`config.mk`:
```
export PLATFORM = sky130hd
export DESIGN_NAME = csa_sub_pipe
export DESIGN_NICKNAME = d
export VERILOG_FILES = /design/src/rtl/csa_pkg.sv /design/src/rtl/csa_sub_blk.sv /design/src/rtl/csa_sub_pipe.sv
export SDC_FILE = /design/constraint.sdc
export NUM_CORES = 1
export LEC_CHECK = 0
export BUFFER_PORTS_ARGS = -buffer_cell sky130_fd_sc_hd__buf_4
export CAP_MARGIN = 20
export CORE_MARGIN = 4
export CORE_UTILIZATION = 56
export DETAILED_ROUTE_END_ITERATION = 10
export GPL_ROUTABILITY_DRIVEN = 0
export HOLD_SLACK_MARGIN = 0.03
export PLACE_DENSITY = 0.82
export SKIP_CTS_REPAIR_TIMING = 1
export SYNTH_ARGS = -nofsm -noshare
export SYNTH_HDL_FRONTEND = slang
export SYNTH_SLANG_ARGS = --single-unit
export TNS_END_PERCENT = 100
```
`constraint.sdc`:
```
create_clock -name clk -period 3.5 [get_ports clk]
set_input_delay 0.7 -clock clk [delete_from_list [all_inputs] [get_ports clk]]
set_output_delay 0.7 -clock clk [all_outputs]
set_load 0.01 [all_outputs]
```
`src/rtl/csa_pkg.sv`:
```
// ---------------------------------------------------------------------------
// csa_pkg
// Shared constants and helpers for the carry-select adder/subtractor family.
//   CSA_WIDTH_DEF : default operand width
//   CSA_BLK_DEF   : default carry-select block width
//   csa_nblk()    : number of carry-select blocks above the low ripple block
// ---------------------------------------------------------------------------
package csa_pkg;

    localparam int CSA_WIDTH_DEF = 5;
    localparam int CSA_BLK_DEF   = 2;

    // The low BLK bits form a plain ripple block; whatever is left above it is
    // split into BLK-wide blocks, the top one possibly short.
    function automatic int csa_nblk(input int width, input int blk);
        if (width <= blk) begin
            return 0;
        end
        return (width - blk + blk - 1) / blk;
    endfunction

endpackage

```
`src/rtl/csa_sub_blk.sv`:
```
// ---------------------------------------------------------------------------
// csa_sub_blk
// Combinational carry-select block: adds a and the inverted subtrahend slice
// for both possible carry-ins so the carry chain only has to pick a result.
// Ports:
//   a      in  BW  minuend slice
//   b_inv  in  BW  inverted subtrahend slice
//   sum0   out BW  a + b_inv       (carry-in 0)
//   sum1   out BW  a + b_inv + 1   (carry-in 1)
//   cout0  out 1   carry-out for carry-in 0
//   cout1  out 1   carry-out for carry-in 1
// ---------------------------------------------------------------------------
module csa_sub_blk #(
    parameter int BW = 2
) (
    input  logic [BW-1:0] a,
    input  logic [BW-1:0] b_inv,
    output logic [BW-1:0] sum0,
    output logic [BW-1:0] sum1,
    output logic          cout0,
    output logic          cout1
);

    assign {cout0, sum0} = {1'b0, a} + {1'b0, b_inv};
    assign {cout1, sum1} = {1'b0, a} + {1'b0, b_inv} + {{BW{1'b0}}, 1'b1};

endmodule

```
`src/rtl/csa_sub_pipe.sv`:
```
// ---------------------------------------------------------------------------
// csa_sub_pipe
// Two-stage valid/ready pipelined carry-select subtractor,
// diff = i_sub_term1 - i_sub_term2 computed as term1 + ~term2 + 1.
// Stage 1 registers the block sums for both carry-ins, stage 2 ripples the
// block carries, selects the sums and registers the result.
// Optional feature macro: OVF_FLAG_EN adds the signed-overflow output ovf.
// Requires WIDTH > BLK so at least one carry-select block exists.
// Ports:
//   clk          in  1      rising-edge clock
//   rst          in  1      synchronous active-high reset
//   in_valid     in  1      operand pair valid
//   in_ready     out 1      operand pair can be accepted this cycle
//   i_sub_term1  in  WIDTH  minuend
//   i_sub_term2  in  WIDTH  subtrahend
//   out_valid    out 1      diff/borrow valid
//   out_ready    in  1      downstream accepts result
//   diff         out WIDTH  (term1 - term2) mod 2^WIDTH
//   borrow       out 1      term1 < term2 (unsigned)
//   ovf          out 1      signed overflow (OVF_FLAG_EN only)
// ---------------------------------------------------------------------------
module csa_sub_pipe
    import csa_pkg::*;
#(
    parameter int WIDTH = CSA_WIDTH_DEF,
    parameter int BLK   = CSA_BLK_DEF
) (
    input  logic             clk,
    input  logic             rst,
    input  logic             in_valid,
    output logic             in_ready,
    input  logic [WIDTH-1:0] i_sub_term1,
    input  logic [WIDTH-1:0] i_sub_term2,
    output logic             out_valid,
    input  logic             out_ready,
    output logic [WIDTH-1:0] diff,
    output logic             borrow
`ifdef OVF_FLAG_EN
    ,
    output logic             ovf
`endif
);

    localparam int LOW_W = BLK;
    localparam int UW    = WIDTH - BLK;
    localparam int NBLK  = csa_nblk(WIDTH, BLK);

    logic [WIDTH-1:0] b_inv;

    logic [LOW_W-1:0] low_sum_c;
    logic             low_cout_c;
    logic [LOW_W-1:0] low_sum0_unused;
    logic             low_cout0_unused;

    logic [UW-1:0]    up_sum0_c;
    logic [UW-1:0]    up_sum1_c;
    logic [NBLK-1:0]  up_cout0_c;
    logic [NBLK-1:0]  up_cout1_c;

    logic             s1_valid;
    logic [LOW_W-1:0] s1_low_sum;
    logic             s1_low_cout;
    logic [UW-1:0]    s1_sum0;
    logic [UW-1:0]    s1_sum1;
    logic [NBLK-1:0]  s1_cout0;
    logic [NBLK-1:0]  s1_cout1;
`ifdef OVF_FLAG_EN
    logic             s1_t1_msb;
    logic             s1_t2_msb;
    logic             ovf_c;
`endif

    logic             s2_valid;
    logic [WIDTH-1:0] diff_c;
    logic             borrow_c;

    logic             s1_adv;
    logic             s2_adv;

    assign b_inv = ~i_sub_term2;

    // The low block always sees the +1 of the two's-complement negate, so only
    // its carry-in-1 outputs matter.
    csa_sub_blk #(.BW(LOW_W)) u_low (
        .a     (i_sub_term1[LOW_W-1:0]),
        .b_inv (b_inv[LOW_W-1:0]),
        .sum0  (low_sum0_unused),
        .sum1  (low_sum_c),
        .cout0 (low_cout0_unused),
        .cout1 (low_cout_c)
    );

    for (genvar k = 0; k < NBLK; k++) begin : g_blk
        localparam int LSB = k * BLK;
        localparam int BW  = (k == NBLK - 1) ? (UW - LSB) : BLK;

        csa_sub_blk #(.BW(BW)) u_blk (
            .a     (i_sub_term1[LOW_W+LSB +: BW]),
            .b_inv (b_inv[LOW_W+LSB +: BW]),
            .sum0  (up_sum0_c[LSB +: BW]),
            .sum1  (up_sum1_c[LSB +: BW]),
            .cout0 (up_cout0_c[k]),
            .cout1 (up_cout1_c[k])
        );
    end

    assign s2_adv   = ~s2_valid | out_ready;
    assign s1_adv   = ~s1_valid | s2_adv;
    assign in_ready = s1_adv;
    assign out_valid = s2_valid;

    // Carry-select chain: each block picks sum0/sum1 from the carry entering it,
    // and the carry leaving the last block is the inverse of the borrow.
    always_comb begin : p_select
        logic c;
        int   k;
        c      = s1_low_cout;
        diff_c = '0;
        diff_c[LOW_W-1:0] = s1_low_sum;
        for (int i = 0; i < UW; i++) begin
            k = i / BLK;
            diff_c[LOW_W+i] = c ? s1_sum1[i] : s1_sum0[i];
            if ((i % BLK == BLK - 1) || (i == UW - 1)) begin
                c = c ? s1_cout1[k] : s1_cout0[k];
            end
        end
        borrow_c = ~c;
    end

`ifdef OVF_FLAG_EN
    assign ovf_c = (s1_t1_msb != s1_t2_msb) & (diff_c[WIDTH-1] != s1_t1_msb);
`endif

    // Each stage loads only when it advances; otherwise it holds, which keeps
    // the outputs stable under back-pressure.
    always_ff @(posedge clk) begin
        if (rst) begin
            s1_valid    <= 1'b0;
            s1_low_sum  <= '0;
            s1_low_cout <= 1'b0;
            s1_sum0     <= '0;
            s1_sum1     <= '0;
            s1_cout0    <= '0;
            s1_cout1    <= '0;
            s2_valid    <= 1'b0;
            diff        <= '0;
            borrow      <= 1'b0;
`ifdef OVF_FLAG_EN
            s1_t1_msb   <= 1'b0;
            s1_t2_msb   <= 1'b0;
            ovf         <= 1'b0;
`endif
        end else begin
            if (s1_adv) begin
                s1_valid <= in_valid;
                if (in_valid) begin
                    s1_low_sum  <= low_sum_c;
                    s1_low_cout <= low_cout_c;
                    s1_sum0     <= up_sum0_c;
                    s1_sum1     <= up_sum1_c;
                    s1_cout0    <= up_cout0_c;
                    s1_cout1    <= up_cout1_c;
`ifdef OVF_FLAG_EN
                    s1_t1_msb   <= i_sub_term1[WIDTH-1];
                    s1_t2_msb   <= i_sub_term2[WIDTH-1];
`endif
                end
            end
            if (s2_adv) begin
                s2_valid <= s1_valid;
                if (s1_valid) begin
                    diff   <= diff_c;
                    borrow <= borrow_c;
`ifdef OVF_FLAG_EN
                    ovf    <= ovf_c;
`endif
                end
            end
        end
    end

endmodule

```
==> flow_metrics.py <==
metrics = {
    "status": {
        "status": "finished clean",
    },
    "routing": {
        "dr.pass1.iters": 4,
        "post_drt_wl_per_cell_um": 12.6,
        "finalWirelength_mm": 1.90,
        "first_iter_violations": 12,
        "vias_per_cell": 5.32,
        "drc_errors": 0,
        "via_count": 804,
        "ant_nets": 0,
    },
    "hold_path": {
        "min_path_cells": 2,
        "hold_class": "reg -> reg",
    },
    "timing": {
        "slew_headroom": 0.764,
        "tightest_slew_ns": 0.353,
        "slew_violations": 0,
        "finalCritPeriodShare": 0.623,
        "max_freq_mhz": 459,
        "clock-skew-final_ns": 0.00302,
        "setup_tns_ns": 0,
        "whs_ns": 0.485,
        "min_period_ns": 2.18,
        "rsz0062_at_grt": "no",
        "hold_viol": 0,
        "setup_violations": 0,
    },
    "floorplan": {
        "die_area_mm2": 0.00253,
        "rows": 15,
        "die_h_um": 50.3,
        "die_w_um": 50.3,
        "core-area_mm2": 0.00171,
        "ios": 22,
        "start_util": 0.588,
    },
    "clock_network": {
        "cts_sinks": 21,
        "cts_buffer_depth": 2,
        "cts_buffers": 3,
        "clock_latency_ns": 0.29,
        "clockRootBuffer": "clkbuf_4",
        "clkTransAtPathRegs_ns": 0.11,
        "h-tree-depth": 1,
        "cts_tree": "yes",
    },
    "yosys": {
        "yosysWarningCount": 0,
        "synthCells": 109,
        "synth_top_area_share": 0.419,
        "yosysTopAreaCell": "dfxtp_1",
        "synth-seq-cells": 21,
        "syn_avg_cell_area_um2": 9.21,
        "ys_types": 24,
        "postSynthNetCount": 130,
        "ys_top_cells_by_area": "dfxtp_1 (42%), a21oi_1 (10%), ha_1 (6.2%)",
        "seq_area_frac_synth": 0.419,
        "syn_area_mm2": 0.00100,
    },
    "global_routing": {
        "grt_max_degree": 23,
        "grt_overflow": 0,
        "grt_first_pass_wirelength_mm": 3.35,
        "first_global_vias": 803,
        "track_usage": 0.170,
        "antenna_found_initial": 0,
    },
    "cells_and_area": {
        "antennaDiodeCount": 0,
        "drive_gt1_frac": 0.230,
        "syn_to_final_growth_pct": 16.6,
        "nets": 148,
    },
    "setup_path": {
        "cp_max_fo": 14,
        "reg2regPathDepth": 3,
        "worstSetupPathType": "in -> out",
        "start_kind": "input port",
        "cp-end-kind": "output port",
        "crit_required_ns": 2.80,
        "worstPathArrival_ns": 1.48,
    },
    "power_and_ir_drop": {
        "power_leakage_nw": 0.504,
        "ir_drop_v": 0.000215,
        "p_per_area_mw_per_mm2": 394,
    },
    "run": {
        "cap_violations": 0,
    },
    "placement": {
        "port_buffers": 21,
        "dp_hpwl_mm": 1.42,
    },
}
==> area by class of cell <==
class	instances	area, µm²
clock inverters	1	5.00
multi-input cells	68	488
clock buffers	3	22.5
fillers	142	538
flip-flops and latches	21	420
well taps	25	31.3
inverters	12	45.0
repair buffers	21	158
==> synthesized netlist by cell type <==
library cell  instances
a211oi_1              5
a21oi_1              20
a311oi_1              3
and3b_4               1
buf_1                 1
buf_2                 1
buf_4                 1
buf_6                 2
clkbuf_1              3
dfxtp_1              21
fa_1                  2
ha_1                  5
inv_1                11
inv_2                 1
mux2_4                1
mux2i_1               4
nand2b_1              1
nand3_1               9
nor2_1                1
nor2b_1               2
o21ai_0              11
o41ai_2               1
or3_1                 1
xnor2_1               1
==> worst paths after layout <==
path / start / to / slack (ns)
max: out_ready / in_ready / 1.32
min: diff[1] / diff[1] / 0.48
max reg2reg: s1_low_cout / borrow / 2.11
min reg2reg: diff[1] / diff[1] / 0.48
==> layout by cell type, fill, tap and decap left out <==
master / n
a211oi_1: 5
a21oi_1: 20
a311oi_1: 3
and3b_4: 1
buf_4: 21
clkbuf_4: 3
clkinv_2: 1
dfxtp_1: 21
fa_1: 2
ha_1: 5
inv_1: 11
inv_2: 1
mux2_4: 1
mux2i_1: 4
nand2b_1: 1
nand3_1: 9
nor2_1: 1
nor2b_1: 2
o21ai_0: 11
o41ai_2: 1
or3_1: 1
xnor2_1: 1
==> worst max-delay path, stage by stage <==
cell,delay (ns)
buf_4,0.11
and3b_4,0.36
inv_2,0.14
buf_4,0.17
==> kinds of logic (layout without fill, tap and decap cells) <==
family                   Yosys count  in the layout  share of synthesized area
AND/OR/NAND/NOR                   15             15                     0.0860
multiplexers                       5              5                     0.0549
adder cells (fa/ha/maj)            7              7                      0.102
AO/OA/AOI/OAI                     40             40                      0.234
flip-flops                        21             21                      0.419
XOR/XNOR                           1              1                    0.00873
buffers and inverters             20             37                     0.0948
==> per-stage QoR <==
stage | power, W | std cells | setup WS, ns | util | instance area [µm²]
after floorplan | 0.000325 | 109 | 1.49 | - | 1000
after detailed placement | 0.000355 | 147 | 1.28 | 0.669 | 1140
after global routing | 0.000492 | 151 | 1.25 | 0.685 | 1170
after global placement | 0.000351 | 147 | 1.35 | 0.669 | 1140
after CTS | 0.000467 | 151 | 1.33 | 0.685 | 1170
final | 0.000461 | 151 | 1.32 | 0.685 | 1170
==> flip-flops by register name, summed over array words and instances, names as in the netlist <==
name         cells
out_valid        1
s1_sum1          3
s1_low_cout      1
s1_sum0          3
s1_cout0         2
s1_low_sum       2
diff             5
borrow           1
s1_valid         1
s1_cout1         2
==> power by group <==
group          switching, W  internal (W)   total, W
Clock             0.0000692     0.0000424   0.000112
Sequential        0.0000109      0.000256   0.000267
Combinational     0.0000405     0.0000420  0.0000825
==> per-layer routing <==
layer  vias to the layer above  wire [µm]  track usage
met4                         0         27       0.0852
met5                         -          0            0
met1                       360        820        0.202
met3                         4         91       0.0326
met2                        22        958        0.289
li1                        418          -            -
(Power assumes the default switching activity.)
